===== src/rtl/mux_rr_arbiter.sv =====
`default_nettype none
// ============================================================================
// Module  : mux_rr_arbiter
// Brief   : Round-robin arbiter that drives the select key of an NR_REQ:1 data
//           mux and registers the chosen word under a valid/ready handshake.
//           Optional build macro MUX_ARB_LOCK_EN adds a `lock` input that pins
//           the grant to the current requester across accepts.
// Revision: 1.0 - initial release
// ============================================================================
module mux_rr_arbiter #(
  parameter int NR_REQ   = 4,
  parameter int SEL_LEN  = 2,
  parameter int DATA_LEN = 8
) (
  input  logic                         clk,
  input  logic                         rst_n,
  input  logic [NR_REQ-1:0]            req,
  input  logic [NR_REQ*DATA_LEN-1:0]   in_data,
  output logic [NR_REQ-1:0]            ack,
  output logic                         out_valid,
  input  logic                         out_ready,
`ifdef MUX_ARB_LOCK_EN
  input  logic                         lock,
`endif
  output logic [DATA_LEN-1:0]          out_data,
  output logic [SEL_LEN-1:0]           sel,
  output logic [NR_REQ-1:0]            gnt
);

  generate
    if ((NR_REQ < 2) || (NR_REQ > 16) || ((2 ** SEL_LEN) < NR_REQ)) begin : g_bad_params
      $error("mux_rr_arbiter: NR_REQ must be 2..16 and 2**SEL_LEN >= NR_REQ");
    end
  endgenerate

  typedef enum logic [0:0] {
    ST_IDLE = 1'b0,
    ST_BUSY = 1'b1
  } state_t;

  state_t                r_state;
  state_t                w_state_next;
  logic [SEL_LEN-1:0]    r_ptr;
  logic [SEL_LEN-1:0]    r_sel;
  logic [NR_REQ-1:0]     r_gnt;
  logic [DATA_LEN-1:0]   r_data;

  logic                  w_accept;
  logic                  w_lock;
  logic [SEL_LEN-1:0]    w_ptr_adv;
  logic [SEL_LEN-1:0]    w_ptr_next;
  logic [NR_REQ-1:0]     w_arb_vec;
  logic                  w_hi_found;
  logic                  w_lo_found;
  logic [SEL_LEN-1:0]    w_hi_idx;
  logic [SEL_LEN-1:0]    w_lo_idx;
  logic                  w_found;
  logic [SEL_LEN-1:0]    w_win;
  logic                  w_load;
  logic [SEL_LEN-1:0]    w_load_idx;
  logic [NR_REQ-1:0]     w_onehot;

`ifdef MUX_ARB_LOCK_EN
  assign w_lock = lock;
`else
  assign w_lock = 1'b0;
`endif

  assign w_accept   = (r_state == ST_BUSY) && out_ready;
  assign w_ptr_adv  = (r_sel == SEL_LEN'(NR_REQ - 1)) ? '0 : r_sel + 1'b1;
  assign w_ptr_next = (w_accept && !w_lock) ? w_ptr_adv : r_ptr;
  // The word being accepted is excluded so a still-high req waits one cycle.
  assign w_arb_vec  = (r_state == ST_BUSY) ? (req & ~r_gnt) : req;

  // Lowest set index at or above the pointer wins, else lowest below it.
  always_comb begin
    w_hi_found = 1'b0;
    w_lo_found = 1'b0;
    w_hi_idx   = '0;
    w_lo_idx   = '0;
    for (int i = NR_REQ - 1; i >= 0; i--) begin
      if (w_arb_vec[i]) begin
        if (i >= int'(w_ptr_next)) begin
          w_hi_found = 1'b1;
          w_hi_idx   = SEL_LEN'(i);
        end else begin
          w_lo_found = 1'b1;
          w_lo_idx   = SEL_LEN'(i);
        end
      end
    end
  end

  assign w_found = w_hi_found | w_lo_found;
  assign w_win   = w_hi_found ? w_hi_idx : w_lo_idx;

  always_comb begin
    w_state_next = r_state;
    w_load       = 1'b0;
    w_load_idx   = w_win;
    case (r_state)
      ST_IDLE: begin
        if (w_found) begin
          w_load       = 1'b1;
          w_state_next = ST_BUSY;
        end
      end
      ST_BUSY: begin
        if (w_accept) begin
          if (w_lock) begin
            w_load_idx = r_sel;
            if (req[r_sel]) w_load = 1'b1;
            else            w_state_next = ST_IDLE;
          end else if (w_found) begin
            w_load = 1'b1;
          end else begin
            w_state_next = ST_IDLE;
          end
        end
      end
      default: w_state_next = ST_IDLE;
    endcase
  end

  assign w_onehot = {{(NR_REQ-1){1'b0}}, 1'b1} << w_load_idx;

  always_ff @(posedge clk or negedge rst_n) begin
    if (!rst_n) begin
      r_state <= ST_IDLE;
      r_ptr   <= '0;
      r_sel   <= '0;
      r_gnt   <= '0;
      r_data  <= '0;
    end else begin
      r_state <= w_state_next;
      r_ptr   <= w_ptr_next;
      if (w_load) begin
        r_sel  <= w_load_idx;
        r_gnt  <= w_onehot;
        r_data <= in_data[int'(w_load_idx)*DATA_LEN +: DATA_LEN];
      end else if (w_state_next == ST_IDLE) begin
        r_gnt  <= '0;
      end
    end
  end

  assign out_valid = (r_state == ST_BUSY);
  assign sel       = r_sel;
  assign gnt       = r_gnt;
  assign out_data  = r_data;
  assign ack       = r_gnt & {NR_REQ{out_valid & out_ready}};

endmodule
`default_nettype wire


===== config.mk =====
export PLATFORM = sky130hd
export DESIGN_NAME = mux_rr_arbiter
export DESIGN_NICKNAME = d
export VERILOG_FILES = /design/src/rtl/mux_rr_arbiter.sv
export SDC_FILE = /design/constraint.sdc
export NUM_CORES = 1
export LEC_CHECK = 0
export ABC_AREA = 1
export CORE_MARGIN = 4
export CORE_UTILIZATION = 45
export CTS_CLUSTER_DIAMETER = 60
export DETAILED_ROUTE_END_ITERATION = 6
export DONT_BUFFER_PORTS = 1
export PLACE_DENSITY = 0.69
export SKIP_LAST_GASP = 1
export SYNTH_ARGS = -nofsm -noshare
export SYNTH_HDL_FRONTEND = slang
export SYNTH_SLANG_ARGS = --single-unit

===== constraint.sdc =====
create_clock -name clk -period 2 [get_ports clk]
set_input_delay 0.2 -clock clk [delete_from_list [all_inputs] [get_ports clk]]
set_output_delay 0.2 -clock clk [all_outputs]
set_load 0.1 [all_outputs]

== Word-level counts from Yosys, hierarchy flattened ==
Index checks and enable logic that the tools add are counted.
Cells by class
  add/subtract/negate cells: 1
  order comparisons: 3
  eq/ne operators: 2
  shift-type cells: 2
  muxes and demuxes: 37
  bitwise gates (word level): 6
  reductions and logical operators: 1
Operators by type and width (number)
  two-way mux 2 bit: 16
  indexed part select 32 x 6 -> 8 bit: 1
  two-way mux 1 bit: 16
  two-way mux 4 bit: 3
  AND 4 bit: 2
  greater-or-equal comparator 1 x 2 -> 1 bit, first input constant: 2
  NOT 4 bit: 1
  case mux 1 bit (2 select lines): 2
  << shifter 1 x 2 -> 4 bit, first input constant: 1
  adder 2 x 1 -> 2 bit, second input constant: 1
  == test 2 bit, second input constant: 1
  greater-or-equal comparator 2 bit, first input constant: 1
  != test 2 x 1 -> 1 bit, second input constant: 1
  AND 1 bit: 1
  logical AND 1 bit: 1
  NOT 1 bit: 1
  OR 1 bit: 1
Word-level totals
  bits in registers: 17
  input bits: 39
  output and inout bits: 19
  logic and storage cells: 57

== Depth between registers and ports, before layout ==
  depth in word-level cells: 16
  gate-level depth with buffers: 15
  depth with buffers taken out: 14

== Least setup slack after synthesis ==
No wires, ideal clock.
  path type: register to output
  from: reg r_state, in the netlist out_valid
  to: out ack[0]
  data arrival time: 2.588 ns
  required time: 1.800 ns
  setup slack: -0.788 ns
  stages on the path, launching flop included: 5
  path buffers: 2
  path through: dfrtp_1 buf_6 nand2_4 buf_8 nor2_1
Between the ends
  longest elaborated chain between the ends: 2
Ends and longest elaborated chain
  start: declaration: RTL line 41  | state_t r_state;
  start signal: assignment: RTL line 135  | r_state <= w_state_next;
  AND 1 bit: RTL line 151  | assign ack = r_gnt & {NR_REQ{out_valid & out_ready}};
  AND 4 bit: RTL line 151
  end: declaration: RTL line 19  | output logic [NR_REQ-1:0] ack,
Every way passes these cells.

== Worst setup path after layout ==
  from: reg r_sel[0], in the netlist sel[0]
  to: reg r_gnt[0], in the netlist gnt[0]
Between the ends
  longest elaborated chain between the ends: 15
  elaborated cells between the ends (all ways): 41
  those cells by class: 1 x add/sub; 3 x order compare; 2 x eq/ne; 1 x shift; 33 x mux; 1 x bitwise
Ends and longest elaborated chain
  start: declaration: RTL line 44  | logic [SEL_LEN-1:0] r_sel;
  start signal: assignment: RTL line 138  | r_sel <= w_load_idx;
  adder 2 x 1 -> 2 bit / == test 2 bit (equally long branches): RTL line 70  | assign w_ptr_adv = (r_sel == SEL_LEN'(NR_REQ - 1)) ? '0 : r_sel + 1'b1;
  two-way mux 2 bit (*): RTL line 70
  two-way mux 2 bit (*): RTL line 71  | assign w_ptr_next = (w_accept && !w_lock) ? w_ptr_adv : r_ptr;
  via w_ptr_next[1]: RTL line 51  | logic [SEL_LEN-1:0] w_ptr_next;
  greater-or-equal comparator 2 bit: RTL line 83  | if (i >= int'(w_ptr_next)) begin
  two-way mux 1 bit: RTL line 83
  two-way mux 1 bit: RTL line 82  | if (w_arb_vec[i]) begin
  two-way mux 1 bit: RTL line 83
  two-way mux 1 bit: RTL line 82
  two-way mux 1 bit: RTL line 83
  two-way mux 1 bit: RTL line 82
  OR 1 bit: RTL line 94  | assign w_found = w_hi_found | w_lo_found;
  two-way mux 1 bit: RTL line 103, 114
  two-way mux 1 bit: RTL line 109  | if (w_accept) begin
  case mux 1 bit (2 select lines): RTL line 101  | case (r_state)
  != test 2 x 1 -> 1 bit (no line) / two-way mux 4 bit (equally long branches)
  end signal: assignment: RTL line 139  | r_gnt <= w_onehot;
  end: declaration: RTL line 45  | logic [NR_REQ-1:0] r_gnt;
Mark *: on every way through the listed nets, which the timed path passes. The rest lies on a longest branch.
A chain may end at the register's enable or synchronous reset.

==> qor.txt <==
hpwl dp: 2857 microns
Min-Delay Path Class: in2reg
clk_lat worst skew: 0.30 ns
clk root buf: clkbuf_4
Reg clk slew, reported paths: 0.10 ns
Cell variety after synth: 28
met1 Use GR: 21.72%
R2R Setup Slk: 0.08 ns
Synth area leaders: dfrtp_1, nand3_1, nand2_1
global-route met2 utilization: 33.21%
Sequential Area: 440.4 sq um
Synth Net Count: 223
CTS H-tree depth: 1
GRT Max-Usage Layer: met2
num ports: 58
post-route ant nets: 0
Core ar.: 3078 sq um
#FFs+latches synth: 17
Crit path arrival time: 2.10 ns
worst-path cell chain: ha_4, nand3_1, nand2_4, nand2_4, nand2_4, nand2_4, o21ai_4, buf_6, nor2_4, nand2_1, o21ai_0
initial core utilization: 47.24%
largest net degree at the start of global routing: 20
RePlAce Congestion: 0.8773
area leader, netlist: dfrtp_1
GRT Resource Usage Total: 18.50%
top cell type's share of synthesized area: 29.26%
Residual DRC: 0
Hold Vio Cnt, Final: 0
cell row count: 20
cell area after synthesis: 1454 sq um
filler cell count: 283
period utilization: 96.08%
wire length per cell: 14.15 microns
area of the multi-input gates: 934.6 sq um
register area share after synthesis: 29.26%
crit start category: flip-flop
CP required: 2.18 ns
die height: 64.84 microns
Slowest-stage cell, CP: dfrtp_4
FMAX: 520.4 MHz
CP Launch Point: sel[0]
RSZ-0062 raised after global routing: true
RR Startpoint: sel[0]
drt total wl: 3609 microns
outcome: complete, no violations
min Tclk post-route: 1.922 ns
Die ar.: 4204 sq um
Inserted Clock Buffers: 3
Initial DRC Count: 21
Clock Skew: 0.002887 ns
vias: 1,277
Finish-stage setup viols: 0
grt met3 use: 3.120%
DR vias/cell: 5.008
layout cells sized above 1: 42.18%
crit end category: flip-flop
Layout Area Growth over Synthesis: 24.10%
slew margin rel.: 47.95%
DRT Pass-1 Iters: 4
CTS max path bufs: 2
Main synth FF type: dfrtp_1
die extent in x: 64.84 microns
Slew @ Worst Pin: 0.7782 ns
max_cap viols: 0
Syn. warnings: 0
clock sink count: 17
CTS tree: done
Setup CP Type: reg2reg
CP Max Fanout: 5
Cells after Synth: 183
Mean Syn Cell Area: 7.945 sq um
ant diodes: 0
Min-Delay Startpoint: in_data[27]
initial antenna violation count: 0
Critical Path Max Stage Delay: 0.50 ns
global route total overflow: 0
Slew Limit Fails: 0
port bufs: 0
fin util: 58.62%
first-pass GRT wire length: 6072 microns
vias in the first global route: 1,348
Most Frequent Cell on Critical Path: nand2_4
Async SR Flop Fraction: 100.0%
EDFF count, synth: 0
Nets: 252
## final timing paths
| check | endpoint | cells after the start |
|---|---|---|
| min reg2reg | out_data[0] | 2 |
| min | out_data[3] | 4 |
| max reg2reg | gnt[0] | 11 |
| min in group asynchronous | r_ptr[1] | 1 |
| max in group asynchronous | sel[1] | 1 |
| max | gnt[0] | 11 |
## routing by layer
layer  part of all wire, %  vias up  wire length [microns]
li1                      -      641                      -
met1                    41      582                   1491
met2                    52       49                   1859
met3                   5.6        5                    202
met4                   1.5        0                     55
met5                     0        -                      0
## worst max-delay path: cells and delay by family (launching register included)
family | cells | cell delay, ns
AO/OA/AOI/OAI | 2 | 0.24
adder cells (fa/ha/maj) | 1 | 0.28
buffers and inverters | 1 | 0.16
flip-flops | 1 | 0.50
AND/OR/NAND/NOR | 7 | 0.60
## state kept, by name, summed over array words and instances (netlist names)
register and flops:
out_data 8, gnt 4, r_ptr 2, sel 2
out_valid 1
## per-stage QoR
step                setup TNS [ns]  setup WS, ns  instances  hold slack [ns]  instance area, sq um
floorplan                        0      0.001717        183         -0.09559                  1514
global placement                 0       0.04463        245         -0.09475                  1690
detailed placement        -0.01328      -0.01328        245         -0.09497                  1690
CTS                     -0.0007374    -0.0007374        251           0.1319                  1742
global route               -0.1180      -0.03352        255           0.1266                  1804
finish                           0       0.07844        255           0.1325                  1804
## placed cells by master (no fill, tap or decap), types with 2 or more instances in the layout
cell | synthesis | layout
nand3_2 | 4 | 5
nor2_4 | 1 | 6
clkbuf_4 | 0 | 3
nor2_2 | 1 | 3
dfrtp_1 | 17 | 11
dfrtp_2 | 0 | 3
inv_1 | 20 | 20
nand2_1 | 43 | 43
nand2_2 | 11 | 11
nand3b_1 | 8 | 8
buf_12 | 1 | 2
nand3_1 | 34 | 32
dfrtp_4 | 0 | 3
nor2_1 | 9 | 3
o21ai_0 | 3 | 3
nor2_8 | 2 | 2
nand2_4 | 10 | 9
buf_4 | 0 | 27
inv_2 | 2 | 2
nand2_8 | 1 | 2
nand3_4 | 1 | 2
## cell usage after synthesis (2+ instances only)
cell type,number
nor2_8,2
dfrtp_1,17
nand2_4,10
nand3b_1,8
nand3_1,34
inv_1,20
inv_2,2
nand3_2,4
nand2_2,11
nand2_1,43
o21ai_0,3
buf_6,5
nor2_1,9
## cells by family (layout without fill, tap and decap cells)
logic type / Yosys count / after routing / synth area share, %
adders and majority gates: 1 / 1 / 0.8604
and+or+nand+nor: 126 / 127 / 51.72
AOI/OAI and AO/OA: 9 / 9 / 5.852
buffers and inverters: 30 / 57 / 12.31
DFF: 17 / 17 / 29.26
## what timing repair did
item	in CTS	in global routing
setup endpoints to repair	2	11
resized for setup	1	6
setup buffers	0	4
pin swaps	1	5
hold endpoints to repair	17	0
hold buffers	1	0
gates cloned	1	0
## cell type report
type | count | area share [%]
clock buffer | 3 | 1.248
clock inverter | 1 | 0.2774
inverter | 22 | 4.577
multi-input combinational | 137 | 51.80
sequential | 17 | 24.41
tap | 44 | 3.051
timing repair buffer | 31 | 14.63
Power is left out: the tool's default activity adds up to more than one toggle a clock period on the data nets, which glitch-free logic cannot reach.
